$ cat src/rtl/ram_port_arbiter.sv
// ram_port_arbiter
// Shares the single read/write port of the 512x64 unified RAM between the
// core load/store unit (master 0) and the debug/DMA loader (master 1).
// One transaction is in flight at a time: IDLE -> ACCESS -> RESP -> IDLE.
// Ties are broken round-robin, and out-of-range addresses never write the RAM.
module ram_port_arbiter #(
    parameter int ADDR_W    = 33,
    parameter int MEM_BYTES = 4096
) (
    input  logic              clk,
    input  logic              rst,

    // master 0 (core load/store unit)
    input  logic              m0_req_valid,
    output logic              m0_req_ready,
    input  logic              m0_req_wen,
    input  logic [ADDR_W-1:0] m0_req_addr,
    input  logic [63:0]       m0_req_wdata,
    input  logic [7:0]        m0_req_wmask,
    output logic              m0_resp_valid,
    output logic [63:0]       m0_resp_rdata,
    output logic              m0_resp_err,

    // master 1 (debug/DMA loader)
    input  logic              m1_req_valid,
    output logic              m1_req_ready,
    input  logic              m1_req_wen,
    input  logic [ADDR_W-1:0] m1_req_addr,
    input  logic [63:0]       m1_req_wdata,
    input  logic [7:0]        m1_req_wmask,
    output logic              m1_resp_valid,
    output logic [63:0]       m1_resp_rdata,
    output logic              m1_resp_err,

    // RAM read/write port
    output logic              rw_wmode,
    output logic [ADDR_W-1:0] rw_addr,
    output logic [63:0]       rw_wdata,
    output logic [7:0]        rw_wmask,
    input  logic [63:0]       rw_rdata,

    output logic              busy
);

    typedef enum logic [1:0] {
        ST_IDLE   = 2'd0,
        ST_ACCESS = 2'd1,
        ST_RESP   = 2'd2
    } state_t;

    // First byte address that lies outside the RAM.
    localparam logic [ADDR_W-1:0] LP_MEM_LIMIT = ADDR_W'(MEM_BYTES);

    state_t              r_state;
    state_t              w_state_nxt;

    // Request captured at the handshake edge.
    logic                r_wen;
    logic [ADDR_W-1:0]   r_addr;
    logic [63:0]         r_wdata;
    logic [7:0]          r_wmask;
    logic                r_owner;
    logic                r_err;

    // 1 = master 1 was granted last; reset value lets master 0 win the first tie.
    logic                r_last_grant;

    // Registered response outputs, one set per master.
    logic                r_m0_resp_valid;
    logic [63:0]         r_m0_resp_rdata;
    logic                r_m0_resp_err;
    logic                r_m1_resp_valid;
    logic [63:0]         r_m1_resp_rdata;
    logic                r_m1_resp_err;

    // Arbitration and handshake.
    logic                w_grant0;
    logic                w_grant1;
    logic                w_handshake;
    logic                w_m0_ready;
    logic                w_m1_ready;
    logic                w_wmode;

    // Winning request fields.
    logic                w_sel_wen;
    logic [ADDR_W-1:0]   w_sel_addr;
    logic [63:0]         w_sel_wdata;
    logic [7:0]          w_sel_wmask;
    logic                w_sel_err;

    // Data captured into the response at the end of ACCESS.
    logic [63:0]         w_rdata_cap;

    // Round-robin winner among valid requesters; the master not granted last wins a tie.
    always_comb begin
        w_grant0 = 1'b0;
        w_grant1 = 1'b0;
        if (m0_req_valid && m1_req_valid) begin
            w_grant0 = r_last_grant;
            w_grant1 = !r_last_grant;
        end else begin
            w_grant0 = m0_req_valid;
            w_grant1 = m1_req_valid;
        end
    end

    // Steer the winning master's request fields toward the capture registers.
    always_comb begin
        w_sel_wen   = 1'b0;
        w_sel_addr  = {ADDR_W{1'b0}};
        w_sel_wdata = 64'd0;
        w_sel_wmask = 8'd0;
        if (w_grant1) begin
            w_sel_wen   = m1_req_wen;
            w_sel_addr  = m1_req_addr;
            w_sel_wdata = m1_req_wdata;
            w_sel_wmask = m1_req_wmask;
        end else begin
            w_sel_wen   = m0_req_wen;
            w_sel_addr  = m0_req_addr;
            w_sel_wdata = m0_req_wdata;
            w_sel_wmask = m0_req_wmask;
        end
        w_sel_err = (w_sel_addr >= LP_MEM_LIMIT);
    end

    // State register; reset aborts any in-flight transaction immediately.
    always_ff @(posedge clk or posedge rst) begin
        if (rst) begin
            r_state <= ST_IDLE;
        end else begin
            r_state <= w_state_nxt;
        end
    end

    // Next state plus the combinational ready and RAM write-enable outputs.
    always_comb begin
        w_state_nxt = r_state;
        w_m0_ready  = 1'b0;
        w_m1_ready  = 1'b0;
        w_handshake = 1'b0;
        w_wmode     = 1'b0;
        case (r_state)
            ST_IDLE: begin
                w_m0_ready = w_grant0;
                w_m1_ready = w_grant1;
                if (w_grant0 || w_grant1) begin
                    w_handshake = 1'b1;
                    w_state_nxt = ST_ACCESS;
                end else begin
                    w_state_nxt = ST_IDLE;
                end
            end
            ST_ACCESS: begin
                w_wmode     = r_wen && !r_err;
                w_state_nxt = ST_RESP;
            end
            ST_RESP: begin
                w_state_nxt = ST_IDLE;
            end
            default: begin
                w_state_nxt = ST_IDLE;
            end
        endcase
    end

    // Capture the accepted request and remember who was granted.
    always_ff @(posedge clk or posedge rst) begin
        if (rst) begin
            r_wen        <= 1'b0;
            r_addr       <= {ADDR_W{1'b0}};
            r_wdata      <= 64'd0;
            r_wmask      <= 8'd0;
            r_owner      <= 1'b0;
            r_err        <= 1'b0;
            r_last_grant <= 1'b1;
        end else if (w_handshake) begin
            r_wen        <= w_sel_wen;
            r_addr       <= w_sel_addr;
            r_wdata      <= w_sel_wdata;
            r_wmask      <= w_sel_wmask;
            r_owner      <= w_grant1;
            r_err        <= w_sel_err;
            r_last_grant <= w_grant1;
        end else begin
            r_wen        <= r_wen;
            r_addr       <= r_addr;
            r_wdata      <= r_wdata;
            r_wmask      <= r_wmask;
            r_owner      <= r_owner;
            r_err        <= r_err;
            r_last_grant <= r_last_grant;
        end
    end

    // Only an error-free read returns RAM data; writes and errors return zero.
    always_comb begin
        w_rdata_cap = 64'd0;
        if (!r_wen && !r_err) begin
            w_rdata_cap = rw_rdata;
        end else begin
            w_rdata_cap = 64'd0;
        end
    end

    // Load the owner's response at the end of ACCESS so it is visible for exactly the RESP cycle.
    always_ff @(posedge clk or posedge rst) begin
        if (rst) begin
            r_m0_resp_valid <= 1'b0;
            r_m0_resp_rdata <= 64'd0;
            r_m0_resp_err   <= 1'b0;
            r_m1_resp_valid <= 1'b0;
            r_m1_resp_rdata <= 64'd0;
            r_m1_resp_err   <= 1'b0;
        end else if (r_state == ST_ACCESS) begin
            r_m0_resp_valid <= !r_owner;
            r_m0_resp_rdata <= r_owner ? 64'd0 : w_rdata_cap;
            r_m0_resp_err   <= !r_owner && r_err;
            r_m1_resp_valid <= r_owner;
            r_m1_resp_rdata <= r_owner ? w_rdata_cap : 64'd0;
            r_m1_resp_err   <= r_owner && r_err;
        end else begin
            r_m0_resp_valid <= 1'b0;
            r_m0_resp_rdata <= 64'd0;
            r_m0_resp_err   <= 1'b0;
            r_m1_resp_valid <= 1'b0;
            r_m1_resp_rdata <= 64'd0;
            r_m1_resp_err   <= 1'b0;
        end
    end

    assign m0_req_ready  = w_m0_ready;
    assign m1_req_ready  = w_m1_ready;

    assign m0_resp_valid = r_m0_resp_valid;
    assign m0_resp_rdata = r_m0_resp_rdata;
    assign m0_resp_err   = r_m0_resp_err;
    assign m1_resp_valid = r_m1_resp_valid;
    assign m1_resp_rdata = r_m1_resp_rdata;
    assign m1_resp_err   = r_m1_resp_err;

    // The RAM always sees the latched request; only the write enable is state-gated.
    assign rw_wmode = w_wmode;
    assign rw_addr  = r_addr;
    assign rw_wdata = r_wdata;
    assign rw_wmask = r_wmask;

    assign busy = (r_state != ST_IDLE);

endmodule

$ cat config.mk
export PLATFORM = sky130hd
export DESIGN_NAME = ram_port_arbiter
export DESIGN_NICKNAME = d
export VERILOG_FILES = /design/src/rtl/ram_port_arbiter.sv
export SDC_FILE = /design/constraint.sdc
export NUM_CORES = 1
export LEC_CHECK = 0
export BUFFER_PORTS_ARGS = -buffer_cell sky130_fd_sc_hd__buf_4
export CAP_MARGIN = 30
export CORE_AREA = 4 4 199 201
export CTS_CLUSTER_SIZE = 12
export DETAILED_ROUTE_END_ITERATION = 10
export DIE_AREA = 0 0 203 205
export PLACE_DENSITY = 0.59
export SYNTH_ARGS = -nofsm -noshare
export SYNTH_HDL_FRONTEND = slang
export SYNTH_SLANG_ARGS = --single-unit
export TNS_END_PERCENT = 30
$ cat constraint.sdc
create_clock -name clk -period 8.33 [get_ports clk]
set_input_delay 1.2495 -clock clk [delete_from_list [all_inputs] [get_ports clk]]
set_output_delay 1.2495 -clock clk [all_outputs]
set_load 0.02 [all_outputs]
## Yosys cells after proc, flatten, opt, wreduce, memory -nomap -nowiden

Index checks and enable logic that the tools add are counted.

| storage, ports and cells | value |
|---|---|
| flip-flop bits (word level) | 243 |
| output and inout bits | 241 |
| bits of input ports | 280 |
| logic and storage cells | 50 |

| operators by class | value |
|---|---|
| equal/unequal tests | 1 |
| $lt $le $gt $ge | 1 |
| muxes and demuxes | 22 |
| reductions and logical operators | 12 |

Operators with widths:

| operator | number |
|---|---|
| two-way mux 64 bit | 6 |
| >= comparator 33 x 13 -> 1 bit, second input constant | 1 |
| two-way mux 33 bit | 1 |
| two-way mux 1 bit | 13 |
| two-way mux 8 bit | 1 |
| logical AND 1 bit | 5 |
| zero test 1 bit | 4 |
| case mux 2 bit (2 select lines) | 1 |
| equality test 2 x 1 -> 1 bit, second input constant | 1 |
| zero test 2 bit | 1 |
| nonzero test 2 bit | 1 |
| logical OR 1 bit | 1 |

## Logic depth before layout (Yosys ltp)

Gate-level depths: netlist of run 1.

| logic depth | value |
|---|---|
| depth in word-level cells | 5 |
| gate-level depth with buffers | 7 |
| gate-level depth less buffers | 5 |

## Worst setup path before layout of run 1

OpenSTA, ideal clock, no wires.

| timing path | value |
|---|---|
| path kind | input -> output |
| start point | input m1_req_valid |
| end point | output m1_req_ready |
| buffers on the path | 2 |
| data arrival time | 2.075 ns |
| cell stages on the path | 4 |
| data required time | 7.081 ns |
| path slack | 5.006 ns |
| cells stage by stage | a21bo_1 > buf_4 > buf_4 > nor2_1 |

| on the way | value |
|---|---|
| longest elaborated chain between the ends | 3 |

RTL lines:

| item | line | text |
|---|---|---|
| from (decl) | 25 | `input logic m1_req_valid,` |
| logical AND 1 bit | 98 | `if (m0_req_valid && m1_req_valid) begin` |
| two-way mux 1 bit (*) | 98 |  |
| two-way mux 1 bit (*) | 143 | `case (r_state)` |
| to (decl) | 26 | `output logic m1_req_ready,` |

Every way passes the cells marked *; elsewhere a longest branch is shown, timed or not.

## Final worst setup path of run 1

Same ends and word-level chain as after synthesis.

==> reports/results.tsv, run 1 <==
stage	metric	value	unit
status	status	completed	
timing	setup TNS	0	ns
clocking	clock tree from TritonCTS	yes	
place	port buffer count	520	
layout	Final #Nets	1673	
routing	initial DRC count	363	
power	Leakage Power	7.79	nW
worst_setup_path	FF-to-FF End	rw_wdata[21]	
routing	DRT Pass-1 Iters	5	
place	DP HPWL	24500	um
yosys	Synth top area share	64.7	%
floorplan	# IOs	521	
clocking	Post-CTS Hold Buffers	0	
clocking	clk_lat worst skew	0.53	ns
worst_setup_path	Worst path slowest cell	a21bo_4	
clocking	post-CTS setup buffers	0	
worst_setup_path	critical path peak fanout	45	
yosys	Cell Area, Synth	9360	um2
yosys	synthesized flop and latch total	243	
yosys	Mapped Nets	1189	
worst_setup_path	CP required	7.08	ns
power	Total Power Consumption	4.45	mW
worst_setup_path	CP Capture Type	primary output	
clocking	root buf cell	clkbuf_16	
timing	Max Clock Freq	282	MHz
place	gpl congestion	0.827	
worst_hold_path	hold depth	2	
worst_setup_path	R2R cell count	7	
power	VDD IR max	0.169	mV
worst_setup_path	WP buf/inv	2	
worst_setup_path	CP Cell Sequence	buf_4 > a21bo_4 > nor2_1 > buf_4	
floorplan	Row Count	71	
timing	fin crit period	3.54	ns
routing	DRC Markers	0	
yosys	cell count after synthesis	909	
floorplan	starting density of the core	24.9	%
worst_setup_path	CP Class	in -> out	
power	Pwr Density	307	nW/um2
routing	Routed Antenna Nets	0	
floorplan	Total Die Area	41600	um2
clocking	clk sinks	243	
global_route	vias in the first global route	8694	
worst_setup_path	CP Launch Type	input pin	
global_route	initial antenna violation count	0	
clocking	Resized cells post-CTS	0	
routing	wire per inst	17.3	um
timing	RSZ-0062 raised after global routing	false	
floorplan	total core area	37600	um2
yosys	Area contributors post-synth	dfrtp_1, and3_1, nand2_1	
yosys	Mean Syn Cell Area	10.3	um2
layout	Finished Core Util	38.6	%
timing	part of the cycle the worst path needs	42.5	%
worst_setup_path	Worst path most repeated cell	buf_4	
yosys	Seq/Total Area, Yosys	65.0	%
clocking	Max H-tree Level	1	
layout	share of cells above drive strength 1	41.0	%
layout	antenna cells	0	
clocking	Clock Path Buffers	3	
routing	DR vias/cell	4.43	
worst_setup_path	slowest stage delay, CP	0.52	ns
timing	# setup viols final	0	
global_route	largest net degree at the start of global routing	129	
yosys	Yosys cell types	25	
timing	max-slew violations	0	
worst_setup_path	CP Data Arrival Time	2.29	ns
worst_hold_path	Hold EP	rw_wdata[23]	
yosys	Synth Warn #	0	
worst_setup_path	CP delay by family, top	compound AO/OA/AOI/OAI gates	
timing	Final Hold Viols	0	
worst_setup_path	Worst R2R Setup Slack	5.64	ns
floorplan	chip width	203	um
layout	Syn-to-layout area delta	54.8	%
global_route	GRT Total Usage	14.9	%
yosys	Yosys top cell by area	dfrtp_1	
worst_setup_path	Worst R2R Start	r_state[0]	
routing	WL final	33300	um
clocking	clk slew on worst S/H paths	0.06	ns
timing	Slew @ Worst Pin	1.01	ns
global_route	global-route wire length before repair	50000	um
routing	routed vias	8500	
clocking	total CTS buffers	27	
timing	skew final	0.00812	ns
worst_hold_path	Worst Min Path Start	rw_wdata[23]	
timing	relative slew slack	32.8	%
floorplan	Die Span Y	205	um
global_route	GRT Residual Overflow	0	
job	MaxCap Viol Count	0	
worst_hold_path	path type of the worst min-delay path	reg -> reg	
==> registers in the layout, summed over array words and instances (netlist names) <==
name,count
m0_resp_err,1
m0_resp_rdata,64
m0_resp_valid,1
m1_resp_err,1
m1_resp_rdata,64
m1_resp_valid,1
r_err,1
r_last_grant,1
r_owner,1
r_state,2
r_wen,1
rw_addr,33
rw_wdata,64
rw_wmask,8
==> area by class of cell <==
type	count	area, um2
clock inverter	5	56.3
tap	511	639
clock buffer	40	764
sequential	243	6080
timing repair buffer	530	4010
fill	3762	23100
inverter	4	27.5
multi-input combinational	587	2910
==> layer usage <==
layer	up-vias	part of all wire, %	track usage (%)
li1	4030	-	-
met2	399	48	25.2
met1	4021	40	18.4
met5	-	0	0
met3	50	9.5	4.89
met4	0	2.5	4.12
==> how the worst max path moves through the flow <==
stage / startpoint / cells after the start / slack [ns] / end
2_1_floorplan: rst / 1 / 0.41 / m0_resp_err
3_3_place_gp: m1_req_valid / 4 / 4.80 / m1_req_ready
3_5_place_dp: m1_req_valid / 4 / 4.78 / m1_req_ready
4_1_cts: m1_req_valid / 4 / 4.78 / m1_req_ready
5_1_grt: m1_req_valid / 4 / 4.71 / m1_req_ready
6_report: m1_req_valid / 4 / 4.79 / m1_req_ready
==> cell usage after synthesis, drive strengths merged <==
cell type / count
inv: 4
a21bo: 1
a31oi: 106
dfstp: 1
a21o: 2
dfrtp: 242
nor4: 8
nand2: 212
and3: 129
buf: 52
clkbuf: 23
nor3: 2
o21ai: 2
and3b: 1
a21boi: 1
nand4: 4
and2: 2
and2b: 2
nor2: 114
a221oi: 1
==> cell usage in the layout, fill, tap and decap left out, types with 2 or more instances in the layout <==
cell,instances
a21o_1,2
a31oi_1,106
and3_1,129
buf_4,528
clkbuf_1,9
clkbuf_16,27
clkbuf_8,4
clkinv_2,2
dfrtp_1,242
inv_1,2
inv_6,2
nand2_1,212
nand4_1,3
nor2_1,113
nor3_1,2
nor4_1,8
==> worst register-to-register path, cell delays in order, from the launching register on <==
cell and delay [ns]:
dfrtp_1 0.37, nor2_1 0.37, o21ai_2 0.24, inv_6 0.54, buf_4 0.48, buf_16 0.33
nor2_1 0.13, a31oi_1 0.15
==> logic make-up after synthesis <==
logic type / count (synthesis) / synth area share (%)
simple gates: 474 / 23.0
compound gates: 113 / 7.78
flops: 243 / 65.0
buf+inv: 79 / 4.22
==> stage by stage <==
step / cells / hold WS, ns / instance area (um2) / setup WS, ns
2_1_floorplan: 909 / 0.471 / 9360 / 0.409
3_3_place_gp: 1873 / 0.534 / 13600 / 4.80
3_5_place_dp: 1875 / 0.540 / 13700 / 4.78
4_1_cts: 1920 / 0.553 / 14500 / 4.78
5_1_grt: 1920 / 0.568 / 14500 / 4.71
6_report: 1920 / 0.545 / 14500 / 4.79
==> report_power, final <==
part / internal [mW] / leakage [nW] / switching (mW)
logic: 0.664 / 4.31 / 1.04
clock network: 0.659 / 0.399 / 0.457
registers: 1.47 / 3.08 / 0.166
No activity file was read; power rests on OpenSTA's default activity.
==> run 2, diff against run 1 <==
Settings changed: ABC_AREA set to 1, PLACE_DENSITY 0.59 to 0.58.
Clock period 8.33 ns to 3.15 ns, I/O delays scaled along.
==> run 2 against run 1 <==
- final area is 1.4% higher
- hold slack lost 0.45 ns
- critical path type is now reg -> out
- register-to-register slack got worse by 4.7 ns
- cell count up 5.6%
- largest power group unchanged
- non-clock buffer count grew 11
- largest cell class unchanged
- wire length is 8.0% higher
- die area unchanged
==> reports/results.tsv, run 2 <==
stage	metric	value	unit
status	status	completed	
yosys	Area contributors post-synth	dfrtp_1, nor2_1, nand2_1	
clocking	root buf cell	clkbuf_16	
worst_setup_path	Worst R2R Setup Slack	0.94	ns
timing	Hold Slack	0.0940	ns
power	VDD IR max	0.474	mV
timing	Max Clock Freq	409	MHz
routing	DRC Markers	0	
yosys	top-count cell post-synth	nor2_1	
yosys	Cell Area, Synth	9300	um2
place	DP Area	13800	um2
clocking	Resized cells post-CTS	0	
clocking	clk slew on worst S/H paths	0.06	ns
floorplan	# IOs	521	
global_route	GRT Total Usage	16.5	%
routing	DR vias/cell	4.33	
clocking	post-CTS setup buffers	0	
routing	Routed Antenna Nets	0	
timing	Final Hold Viols	0	
global_route	vias in the first global route	9390	
layout	commonest non-fill, non-tap cell in the layout	buf_4	
timing	Slew @ Worst Pin	0.812	ns
worst_setup_path	Worst setup endpoint	m1_req_ready	
global_route	initial antenna violation count	2	
yosys	Seq/Total Area, Yosys	65.4	%
routing	WL final	35900	um
layout	Syn-to-layout area delta	58.1	%
yosys	Mapped Nets	1275	
floorplan	total core area	37600	um2
yosys	synth cell count leaders	nor2_1, dfrtp_1, nand2_1, o21ai_0, o21ai_1	
power	Leakage Power	7.37	nW
worst_setup_path	FF-to-FF End	r_err	
timing	fin crit period	2.45	ns
timing	max-slew violations	0	
yosys	EDFF count, synth	0	
layout	share of cells above drive strength 1	39.2	%
worst_setup_path	CP Class	reg -> out	
floorplan	Total Die Area	41600	um2
timing	relative slew slack	45.7	%
yosys	Mean Syn Cell Area	9.34	um2
place	port buffer count	520	
clocking	total CTS buffers	27	
worst_setup_path	CP Capture Type	primary output	
floorplan	Die Span Y	205	um
worst_setup_path	critical path peak fanout	26	
worst_hold_path	path type of the worst min-delay path	in -> async	
layout	Final #Nets	1779	
power	Pwr Density	827	nW/um2
yosys	Yosys top cell by area	dfrtp_1	
yosys	Yosys cell types	23	
clocking	Clock Path Buffers	3	
timing	skew final	0.0108	ns
worst_setup_path	CP required	2.68	ns
global_route	GRT Residual Overflow	0	
worst_setup_path	R2R cell count	9	
clocking	clock tree from TritonCTS	yes	
worst_setup_path	Worst R2R Start	r_last_grant	
floorplan	Row Count	71	
floorplan	chip width	203	um
layout	most frequent cells in the layout	buf_4, nor2_1, dfrtp_1	
worst_setup_path	CP Launch Type	flip-flop	
yosys	Synth Flop Type	dfrtp_1	
routing	routed vias	8772	
floorplan	starting density of the core	24.7	%
global_route	global-route wire length before repair	54400	um
clocking	Post-CTS Hold Buffers	0	
worst_setup_path	CP startpoint	r_last_grant	
yosys	cell count after synthesis	995	
layout	Final Instance Area	14700	um2
clocking	clk sinks	243	
place	DP HPWL	27400	um
global_route	largest net degree at the start of global routing	84	
yosys	Synth Warn #	0	
clocking	clk_lat worst skew	0.54	ns
timing	# setup viols final	0	
yosys	synthesized flop and latch total	243	
timing	RSZ-0062 raised after global routing	false	
clocking	Max H-tree Level	1	
routing	wire per inst	17.7	um
routing	DRT Pass-1 Iters	4	
yosys	Synth top area share	65.1	%
place	gpl congestion	0.860	
job	MaxCap Viol Count	0	
yosys	Async SR Flop Fraction	100	%
worst_setup_path	CP Data Arrival Time	1.97	ns
power	Total Power Consumption	12.2	mW
routing	initial DRC count	320	
timing	part of the cycle the worst path needs	77.6	%
[run 2: layout make-up]
| cell class | count | area, um2 |
|---|---|---|
| Tap cell | 511 | 639 |
| Antenna cell | 1 | 2.50 |
| Fill cell | 3777 | 22900 |
| Timing Repair Buffer | 541 | 4160 |
| Clock buffer | 36 | 769 |
| Inverter | 15 | 60.1 |
| Sequential cell | 243 | 6080 |
| Clock inverter | 10 | 129 |
| Multi-Input combinational cell | 671 | 2860 |
[run 2: power by group]
group	total (mW)	leakage (nW)	internal [mW]	switching [mW]
Clock	3.19	0.450	1.94	1.25
Sequential	4.33	3.15	3.87	0.452
Combinational	4.64	3.76	1.78	2.86
Total	12.2	7.37	7.60	4.56
[run 2: how the worst min path moves through the flow]
stage / endpoint / slack [ns] / cells after the start
after detailed placement: r_state[1] / 0.44 / 1
after floorplan: r_state[1] / 0.40 / 1
after CTS: m1_resp_rdata[60] / 0.11 / 2
after global routing: m1_resp_rdata[53] / 0.14 / 2
final: m1_resp_rdata[60] / 0.09 / 2
after global placement: r_state[1] / 0.44 / 1
[run 2: cells by family after synthesis]
family / synth area share, %
compound gates: 10.5
buf+inv: 4.00
simple gates: 20.1
flops: 65.4
[run 2: critical path, stage by stage (launching register included)]
cell     delay (ns)
dfstp_2        0.54
nand2_2        0.23
nand2_4        0.35
nor2_1         0.13
buf_4          0.18
[run 2: stage by stage]
stage	setup TNS, ns	setup slack [ns]	util [%]	cells
2_1_floorplan	-123.78	-0.511	-	995
3_3_place_gp	0	0.756	36.7	1981
3_5_place_dp	0	0.704	36.7	1981
4_1_cts	0	0.662	39.1	2027
5_1_grt	0	0.582	39.1	2028
6_report	0	0.704	39.1	2028
[run 2: per-layer routing]
| layer | routed length, um | global-route usage (%) |
|---|---|---|
| met1 | 14000 | 19.9 |
| met2 | 17500 | 28.0 |
| met3 | 3270 | 5.10 |
| met4 | 1140 | 5.94 |
| met5 | 13 | 0 |
